===== src/rtl/rf_pkg.sv =====
// Shared register-file constants, arbiter state type and round-robin pointer helper.
package rf_pkg;

    localparam int RF_ADDR_W  = 3;
    localparam int RF_DATA_W  = 8;
    localparam int RR_IDX_W   = 2;
    localparam int LOCK_CNT_W = 4;

    typedef enum logic [0:0] {
        ARB    = 1'b0,
        LOCKED = 1'b1
    } rf_arb_state_t;

    // Next round-robin start position after index idx, wrapping at n requesters.
    function automatic logic [RR_IDX_W-1:0] rr_next(input logic [RR_IDX_W-1:0] idx, input int n);
        rr_next = (int'(idx) >= n - 32'sd1) ? {RR_IDX_W{1'b0}}
                                            : idx + {{(RR_IDX_W-1){1'b0}}, 1'b1};
    endfunction

endpackage


===== src/rtl/rr_pick.sv =====
// Combinational round-robin picker: one-hot grant for the first set request at or above ptr.
module rr_pick #(
    parameter int N  = 2,
    parameter int PW = (N > 1) ? $clog2(N) : 1
) (
    input  logic [N-1:0]  req,
    input  logic [PW-1:0] ptr,
    output logic [N-1:0]  gnt
);

    logic [N-1:0] rot_s;
    logic [N-1:0] rot_gnt_s;

    // Rotate so ptr sits at bit 0, isolate the lowest set bit, rotate back.
    always_comb begin
        rot_s     = N'({req, req} >> ptr);
        rot_gnt_s = rot_s & (~rot_s + {{(N-1){1'b0}}, 1'b1});
        gnt       = N'(({rot_gnt_s, rot_gnt_s} << ptr) >> N);
    end

endmodule


===== src/rtl/rf_arbiter.sv =====
// Round-robin arbiter sharing one 8x8 register file between N_REQ requesters,
// with a bounded ownership lock for atomic read-modify-write sequences.
module rf_arbiter
    import rf_pkg::*;
#(
    parameter int N_REQ    = 2,
    parameter int LOCK_MAX = 4
) (
    input  logic                         clk,
    input  logic                         rst_n,
    input  logic [N_REQ-1:0]             req,
    input  logic [N_REQ-1:0]             lock,
    input  logic [N_REQ-1:0]             we,
    input  logic [RF_ADDR_W*N_REQ-1:0]   addr_a,
    input  logic [RF_ADDR_W*N_REQ-1:0]   addr_b,
    input  logic [RF_DATA_W*N_REQ-1:0]   wdata,
    output logic [N_REQ-1:0]             gnt,
    output logic [N_REQ-1:0]             rvalid,
    output logic [RF_DATA_W-1:0]         rdata_a,
    output logic [RF_DATA_W-1:0]         rdata_b,
    output logic                         locked,
    output logic                         lock_timeout,
    output logic [RF_ADDR_W-1:0]         rf_addr_a,
    output logic [RF_ADDR_W-1:0]         rf_addr_b,
    output logic [RF_DATA_W-1:0]         rf_din,
    output logic                         rf_write,
    input  logic [RF_DATA_W-1:0]         rf_dout_a,
    input  logic [RF_DATA_W-1:0]         rf_dout_b
);

    localparam int PW = $clog2(N_REQ);
    localparam logic [LOCK_CNT_W-1:0] LOCK_LIMIT = LOCK_CNT_W'(LOCK_MAX);

    rf_arb_state_t           state_q, state_d;
    logic [PW-1:0]           rr_ptr_q, rr_ptr_d;
    logic [PW-1:0]           owner_q, owner_d;
    logic [LOCK_CNT_W-1:0]   lock_cnt_q, lock_cnt_d;
    logic [N_REQ-1:0]        rvalid_q, rvalid_d;
    logic [RF_DATA_W-1:0]    rdata_a_q, rdata_a_d;
    logic [RF_DATA_W-1:0]    rdata_b_q, rdata_b_d;
    logic                    locked_q, locked_d;
    logic                    lock_timeout_q, lock_timeout_d;

    logic [N_REQ-1:0]        arb_gnt_s;
    logic [N_REQ-1:0]        gnt_s;
    logic [PW-1:0]           gnt_idx_s;
    logic                    any_gnt_s;
    logic                    rd_gnt_s;

    rr_pick #(
        .N  (N_REQ),
        .PW (PW)
    ) u_rr_pick (
        .req (req),
        .ptr (rr_ptr_q),
        .gnt (arb_gnt_s)
    );

    // Grant: round-robin pick in ARB, owner only while LOCKED, nothing during reset.
    always_comb begin
        gnt_s = {N_REQ{1'b0}};
        if (!rst_n) begin
            gnt_s = {N_REQ{1'b0}};
        end else if (state_q == LOCKED) begin
            gnt_s[owner_q] = req[owner_q];
        end else begin
            gnt_s = arb_gnt_s;
        end
    end

    // Encode the one-hot grant into an index for the datapath muxes.
    always_comb begin
        gnt_idx_s = {PW{1'b0}};
        for (int i = 0; i < N_REQ; i++) begin
            gnt_idx_s = gnt_s[i] ? PW'(i) : gnt_idx_s;
        end
        any_gnt_s = |gnt_s;
        rd_gnt_s  = any_gnt_s & ~we[gnt_idx_s];
    end

    // Route the granted requester's address/data onto the rf ports.
    always_comb begin
        if (any_gnt_s) begin
            rf_addr_a = addr_a[gnt_idx_s*RF_ADDR_W +: RF_ADDR_W];
            rf_addr_b = addr_b[gnt_idx_s*RF_ADDR_W +: RF_ADDR_W];
            rf_din    = wdata[gnt_idx_s*RF_DATA_W +: RF_DATA_W];
            rf_write  = we[gnt_idx_s];
        end else begin
            rf_addr_a = {RF_ADDR_W{1'b0}};
            rf_addr_b = {RF_ADDR_W{1'b0}};
            rf_din    = {RF_DATA_W{1'b0}};
            rf_write  = 1'b0;
        end
    end

    // Arbitration state, pointer and lock bookkeeping.
    always_comb begin
        state_d        = state_q;
        rr_ptr_d       = rr_ptr_q;
        owner_d        = owner_q;
        lock_cnt_d     = lock_cnt_q;
        lock_timeout_d = 1'b0;
        case (state_q)
            ARB: begin
                if (any_gnt_s) begin
                    rr_ptr_d = PW'(rr_next(RR_IDX_W'(gnt_idx_s), N_REQ));
                    if (lock[gnt_idx_s]) begin
                        state_d    = LOCKED;
                        owner_d    = gnt_idx_s;
                        lock_cnt_d = 4'd1;
                    end else begin
                        state_d = ARB;
                    end
                end else begin
                    state_d = ARB;
                end
            end
            LOCKED: begin
                // A grant at the limit still completes; the release is forced afterwards.
                if (!req[owner_q] || !lock[owner_q] || (lock_cnt_q == LOCK_LIMIT)) begin
                    state_d        = ARB;
                    rr_ptr_d       = PW'(rr_next(RR_IDX_W'(owner_q), N_REQ));
                    lock_cnt_d     = {LOCK_CNT_W{1'b0}};
                    lock_timeout_d = req[owner_q] & (lock_cnt_q == LOCK_LIMIT);
                end else begin
                    lock_cnt_d = lock_cnt_q + 4'd1;
                end
            end
            default: begin
                state_d    = ARB;
                lock_cnt_d = {LOCK_CNT_W{1'b0}};
            end
        endcase
    end

    // Read return: capture rf outputs on a read grant, otherwise hold the data.
    always_comb begin
        rvalid_d  = rd_gnt_s ? gnt_s : {N_REQ{1'b0}};
        rdata_a_d = rd_gnt_s ? rf_dout_a : rdata_a_q;
        rdata_b_d = rd_gnt_s ? rf_dout_b : rdata_b_q;
        locked_d  = (state_d == LOCKED);
    end

    // State and output registers.
    always_ff @(posedge clk or negedge rst_n) begin
        if (!rst_n) begin
            state_q        <= ARB;
            rr_ptr_q       <= {PW{1'b0}};
            owner_q        <= {PW{1'b0}};
            lock_cnt_q     <= {LOCK_CNT_W{1'b0}};
            rvalid_q       <= {N_REQ{1'b0}};
            rdata_a_q      <= {RF_DATA_W{1'b0}};
            rdata_b_q      <= {RF_DATA_W{1'b0}};
            locked_q       <= 1'b0;
            lock_timeout_q <= 1'b0;
        end else begin
            state_q        <= state_d;
            rr_ptr_q       <= rr_ptr_d;
            owner_q        <= owner_d;
            lock_cnt_q     <= lock_cnt_d;
            rvalid_q       <= rvalid_d;
            rdata_a_q      <= rdata_a_d;
            rdata_b_q      <= rdata_b_d;
            locked_q       <= locked_d;
            lock_timeout_q <= lock_timeout_d;
        end
    end

    assign gnt          = gnt_s;
    assign rvalid       = rvalid_q;
    assign rdata_a      = rdata_a_q;
    assign rdata_b      = rdata_b_q;
    assign locked       = locked_q;
    assign lock_timeout = lock_timeout_q;

endmodule


===== config.mk =====
export PLATFORM = sky130hd
export DESIGN_NAME = rf_arbiter
export DESIGN_NICKNAME = d
export VERILOG_FILES = /design/src/rtl/rf_pkg.sv /design/src/rtl/rr_pick.sv /design/src/rtl/rf_arbiter.sv
export SDC_FILE = /design/constraint.sdc
export NUM_CORES = 1
export LEC_CHECK = 0
export BUFFER_PORTS_ARGS = -buffer_cell sky130_fd_sc_hd__buf_4
export CORE_MARGIN = 2
export CORE_UTILIZATION = 38
export DETAILED_ROUTE_END_ITERATION = 10
export GPL_ROUTABILITY_DRIVEN = 0
export PLACE_DENSITY = 0.73
export SLEW_MARGIN = 20
export SYNTH_ARGS = -nofsm -noshare
export SYNTH_HDL_FRONTEND = slang
export SYNTH_SLANG_ARGS = --single-unit

===== constraint.sdc =====
create_clock -name clk -period 4.12 [get_ports clk]
set_input_delay 0.206 -clock clk [delete_from_list [all_inputs] [get_ports clk]]
set_output_delay 0.206 -clock clk [all_outputs]
set_load 0.03 [all_outputs]

After elaboration in Yosys (flattened, before gate mapping):

Index checks and enable logic that the tools add are counted.

* $add $sub $neg: 4
* $mul: 1
* magnitude comparators: 5
* equality and inequality tests: 4
* shift operators: 5
* multiplexer cells: 33
* bitwise gates (word level): 7
* reductions and logical operators: 9

Operators by type and width (count)
* 2-to-1 mux 1 bit: 20
* indexed part select 16 x 5 -> 8 bit: 1
* 2-to-1 mux 4 bit: 3
* indexed part select 6 x 4 -> 3 bit: 2
* 2-to-1 mux 8 bit: 1
* one-hot mux 4 bit (2 select lines): 1
* 2-to-1 mux 2 bit: 3
* 2-to-1 mux 3 bit: 2
* adder 4 x 1 -> 4 bit, second input constant: 1
* bitwise AND 2 bit: 2
* equality test 4 x 3 -> 1 bit, second input constant: 1
* < comparator 1 x 2 -> 1 bit, second input constant: 2
* inequality test 2 bit, second input constant: 2
* one-hot mux 1 bit (2 select lines): 2
* AND reduction 2 bit: 2
* left shift 4 x 1 -> 4 bit: 1
* >> shifter 4 x 1 -> 2 bit: 1
* >= comparator 1 bit, second input constant: 3
* multiplier 1 x 2 -> 3 bit, second input constant: 1
* AND reduction 3 bit: 1
* adder 1 bit, second input constant: 2
* adder 2 x 1 -> 2 bit, second input constant: 1
* bitwise AND 1 bit: 2
* logical NOT 1 bit: 2
* other kinds (7): 9

* flip-flop bits (word level): 26
* output and inout bits: 37
* word-level logic and storage cells: 76

Longest topological paths before layout:

* depth in word-level cells: 13
* gate-level depth with buffers: 7
* depth with buffers taken out: 7

Cells and area by module:

Synthesis repeated with hierarchy kept, for this count alone.

* cell total of the unflattened synthesis: 115
* area, all modules: 1418.9 um2

By module, submodules not included
* rf_arbiter: times used 1, cells an instance 112, area each 1400.1 um2, sequential area each 650.6 um2
* rr_pick: times used 1, cells an instance 3, area each 18.8 um2, sequential area each 0.0 um2

Worst setup path after synthesis:

OpenSTA, ideal clock, no wires.

* path kind: register -> output
* from: reg locked (netlist name)
* to: out rf_addr_a[0]
* arrival: 2125 ps
* required time: 3914 ps
* setup slack: 1789 ps
* cell stages (with the launch flop): 7
* cells stage by stage: dfrtp_1 > buf_2 > nand2_1 > o2111a_1 > clkbuf_1 > clkbuf_1 > a22o_1

RTL lines
* end, declared: line rf_arbiter.sv:23 `output logic [RF_ADDR_W-1:0] rf_addr_a,`

Worst setup path in the final report:

* from: in rst_n
* to: reg rdata_a_q[4], in the netlist rdata_a[4]

* cells in the longest elaborated chain, start to end: 6
* elaborated cells on any way between the ends: 7

Ends and longest elaborated chain
* start, declared: line rf_arbiter.sv:10 `input logic rst_n,`
* 2-to-1 mux 2 bit (*): line rf_arbiter.sv:62 `if (!rst_n) begin`
* 2-to-1 mux 1 bit: line rf_arbiter.sv:75 `gnt_idx_s = gnt_s[i] ? PW'(i) : gnt_idx_s;`
* 2-to-1 mux 1 bit (not written as such) (2 in series): line rf_arbiter.sv:78 `rd_gnt_s = any_gnt_s & ~we[gnt_idx_s];`
* NOT 1 bit: line rf_arbiter.sv:78
* bitwise AND 1 bit (*): line rf_arbiter.sv:78
* end signal, assigned: line rf_arbiter.sv:152 `rdata_a_q <= {RF_DATA_W{1'b0}};`
* end signal, assigned: line rf_arbiter.sv:162 `rdata_a_q <= rdata_a_d;`
* end, declared: line rf_arbiter.sv:39 `logic [RF_DATA_W-1:0] rdata_a_q, rdata_a_d;`

Mark *: on every way between the ends. The rest lies on a longest branch, timed or not. The select of a mux whose other input is x is not followed.
A chain may end at the register's enable or synchronous reset.

==> flow_metrics.env <==
export IMPL_fin_cells=250
export IMPL_clock_root_buffer="clkbuf_4"
export IMPL_path_cells="dlygate4sd3_1 > buf_4 > nand2_1 > a221oi_2 > buf_4 > mux2i_1 > and2_1 > mux2_2"
export IMPL_h_tree_depth=1
export IMPL_regArea_um2=651
export IMPL_syn_inst=118
export IMPL_grt_pass1_vias=1290
export IMPL_layout_drive_gt1_share=0.564
export IMPL_crit_arrival_ns=3.11
export IMPL_min_period_ns=2.90
export IMPL_mostFrequentLayoutCells="89 x buf_4, 26 x dfrtp_1, 15 x a22o_1"
export IMPL_clkTransAtPathRegs_ns=0.13
export IMPL_hold_viol=0
export IMPL_seqPwrFrac=0.376
export IMPL_cp_end_kind="register"
export IMPL_die_y_um=64.4
export IMPL_rsz0062_at_grt="no"
export IMPL_synth_top_family_by_area="compound AO/OA/AOI/OAI gates"
export IMPL_layout_nets=259
export IMPL_io_buffer_count=88
export IMPL_grt_max_degree=32
export IMPL_drv_cap=0
export IMPL_final_max_slew_violation_count=0
export IMPL_cts_buffers=3
export IMPL_p_int_w=0.000591
export IMPL_p_sw_w=0.000321
export IMPL_clock_sinks=26
export IMPL_routedWlPerCell_um=13.4
export IMPL_cts_resized=0
export IMPL_reg2reg_setup_slack_ns=1.37
export IMPL_vdd_ir_drop_max_mv=0.163
export IMPL_synth_area_leader_cell="dfrtp_1"
export IMPL_yosys_area_top_type_share=0.469
export IMPL_antenna_found_initial=0
export IMPL_syn_to_final_growth_pct=53.1
export IMPL_netlist_top_cells_area="dfrtp_1 47%, mux2_4 11%, a22o_1 9.5%"
export IMPL_critPathLaunchType="input port"
export IMPL_p_sw_frac=0.352
export IMPL_slowest_delay_ns=0.74
export IMPL_critPathMaxFanout=31
export IMPL_comb_power_share=0.440
export IMPL_grt_overflow_total=0
export IMPL_grt_pass1_wl_um=5510
export IMPL_use_met1=0.201
export IMPL_io_pins=89
export IMPL_fin_crit_sh=0.703
export IMPL_ys_ff_latch=26
export IMPL_crit_slowest_cell="and2_1"
export IMPL_clk_insertion_delay_late_ns=0.31
export IMPL_crit_required_ns=4.33
export IMPL_grtUsageMet3=0.0365
export IMPL_dieArea_um2=4150
export IMPL_min_path_type="input port to register"
export IMPL_tightest_slew_ns=0.869
export IMPL_fp_coreArea_um2=3420
export IMPL_drt_vias_per_instance=5.04
export IMPL_drc_errors=0
export IMPL_path_class="input port to register"
export IMPL_synth_nets=172
export IMPL_yosysSeqAreaShare=0.469
export IMPL_dr_pass1_iters=4
export IMPL_p_leak_nw=1.08
export IMPL_ys_warn_count=0
export IMPL_synth_simple_area_share=0.0794
export IMPL_nFillCells=286
export IMPL_syn_area_um2=1390
export IMPL_grt_util_met2=0.297
export IMPL_power_frac_clock=0.185
export IMPL_synth_area_per_cell_um2=11.8
export IMPL_synth_compound_area_share=0.194
export IMPL_hpwl_um=2670
export IMPL_yosys_mux_area_fraction=0.187
export IMPL_drt_wl_total_um=3360
export IMPL_multi_input_area_um2=663
export IMPL_setup_violations=0
export IMPL_grt_total_usage=0.167
export IMPL_rows=21
export IMPL_skew_ns=0.000701
export IMPL_hold_worst_slack_ns=0.0341
export IMPL_yosys_cell_types_count=34
export IMPL_synth_xor_area_frac=0
export IMPL_maxSlewHeadroom=0.421
export IMPL_ant_nets=0
export IMPL_start_util=0.406
export IMPL_clockBufferDepth=2
export IMPL_power_density_nw_per_um2=429
export IMPL_dr_total_vias=1259
export IMPL_final_common_cell="buf_4"
export IMPL_path_common_cell="buf_4"
export IMPL_place_inst=245
export IMPL_fin_tns_setup_ns=0
export IMPL_run_status="finished clean"
export IMPL_antenna_cells=0
export IMPL_busiest_layer="met2"
export IMPL_cts_tree="built"
export IMPL_synthAdderAreaFrac=0.0180
export IMPL_die_w_um=64.4
export IMPL_max_freq_ghz=0.345
export IMPL_drt_iter0_drc=42
final cells by class:
type                            instances  share of cell area
Clock buffer                            3              0.0106
Inverter                                6              0.0106
Multi-Input combinational cell         78               0.312
Sequential cell                        26               0.306
Tap cell                               46              0.0271
Clock inverter                          1              0.0141
Timing Repair Buffer                   90               0.319
layer usage:
| metal | wire, µm | up-vias |
|---|---|---|
| li1 | - | 605 |
| met1 | 1380 | 581 |
| met2 | 1630 | 71 |
| met3 | 330 | 2 |
| met4 | 14 | 0 |
| met5 | 0 | - |
worst paths after layout:
kind | start | end | depth (start not counted)
min reg2reg | rdata_b[3]$_DFFE_PN0P_ | rdata_b[3]$_DFFE_PN0P_ | 1
min in group asynchronous | rst_n | rdata_b[0]$_DFFE_PN0P_ | 2
max in group asynchronous | rst_n | rdata_a[2]$_DFFE_PN0P_ | 2
max | rst_n | rdata_a[4]$_DFFE_PN0P_ | 8
min | we[1] | rvalid[1]$_DFF_PN0_ | 2
max reg2reg | locked$_DFF_PN0_ | rdata_a[4]$_DFFE_PN0P_ | 6
worst max-delay path, delay by kind of cell:
kind	cells	cell delay, ns
buffers and inverters	3	1.14
and+or+nand+nor	2	0.86
muxes	2	0.70
AOI/OAI and AO/OA	1	0.18
synth_stat cells:
cell type,number
dfrtp_1,26
a22o_1,15
mux2_4,10
mux2_2,7
nand2_1,7
a21oi_1,5
inv_1,5
o21ai_0,5
nor2_1,4
mux2i_1,3
nand3_1,3
and2_1,2
buf_2,2
buf_6,2
clkbuf_1,2
ha_1,2
a21boi_0,1
a221oi_2,1
a31o_2,1
a32o_1,1
and3_1,1
and3b_1,1
buf_1,1
buf_4,1
inv_2,1
nand2b_1,1
nand3b_1,1
nor2b_1,1
o2111a_1,1
o221a_2,1
o221ai_1,1
o22ai_1,1
o2bb2ai_1,1
or2_2,1
timing repair:
action / in CTS / in global routing
buffers inserted: 0 / 0
endpoints found under the hold margin: 26 / 0
hold buffers: 1 / 0
sequential cells by signal, indices dropped and copies added, names as in the netlist:
name	cells
locked	1
owner_q	1
rvalid	2
lock_cnt_q	4
rdata_a	8
rdata_b	8
lock_timeout	1
rr_ptr_q	1
cells by family (layout without fill, tap and decap cells):
kind of cell | count (synthesis) | after routing
fa+ha+maj | 2 | 2
buf+inv | 14 | 100
flops | 26 | 26
mux | 20 | 20
simple gates | 22 | 22
compound gates | 34 | 34
metrics by stage:
step	area (µm²)	util	worst slack, ns	power [W]
2_1_floorplan	1390	-	1.79	0.000591
3_3_place_gp	2060	0.604	1.50	0.000741
3_5_place_dp	2060	0.604	1.33	0.000752
4_1_cts	2120	0.622	1.16	0.000923
5_1_grt	2120	0.622	0.954	0.000962
6_report	2120	0.622	1.22	0.000912
power by group through the flow:
stage	clock, W	sequential (W)	combinational [W]
floorplan	0	0.000428	0.000163
global placement	0	0.000346	0.000394
detailed placement	0	0.000348	0.000403
CTS	0.000174	0.000343	0.000406
global route	0.000187	0.000349	0.000426
finish	0.000168	0.000343	0.000401
(Power assumes the default switching activity.)
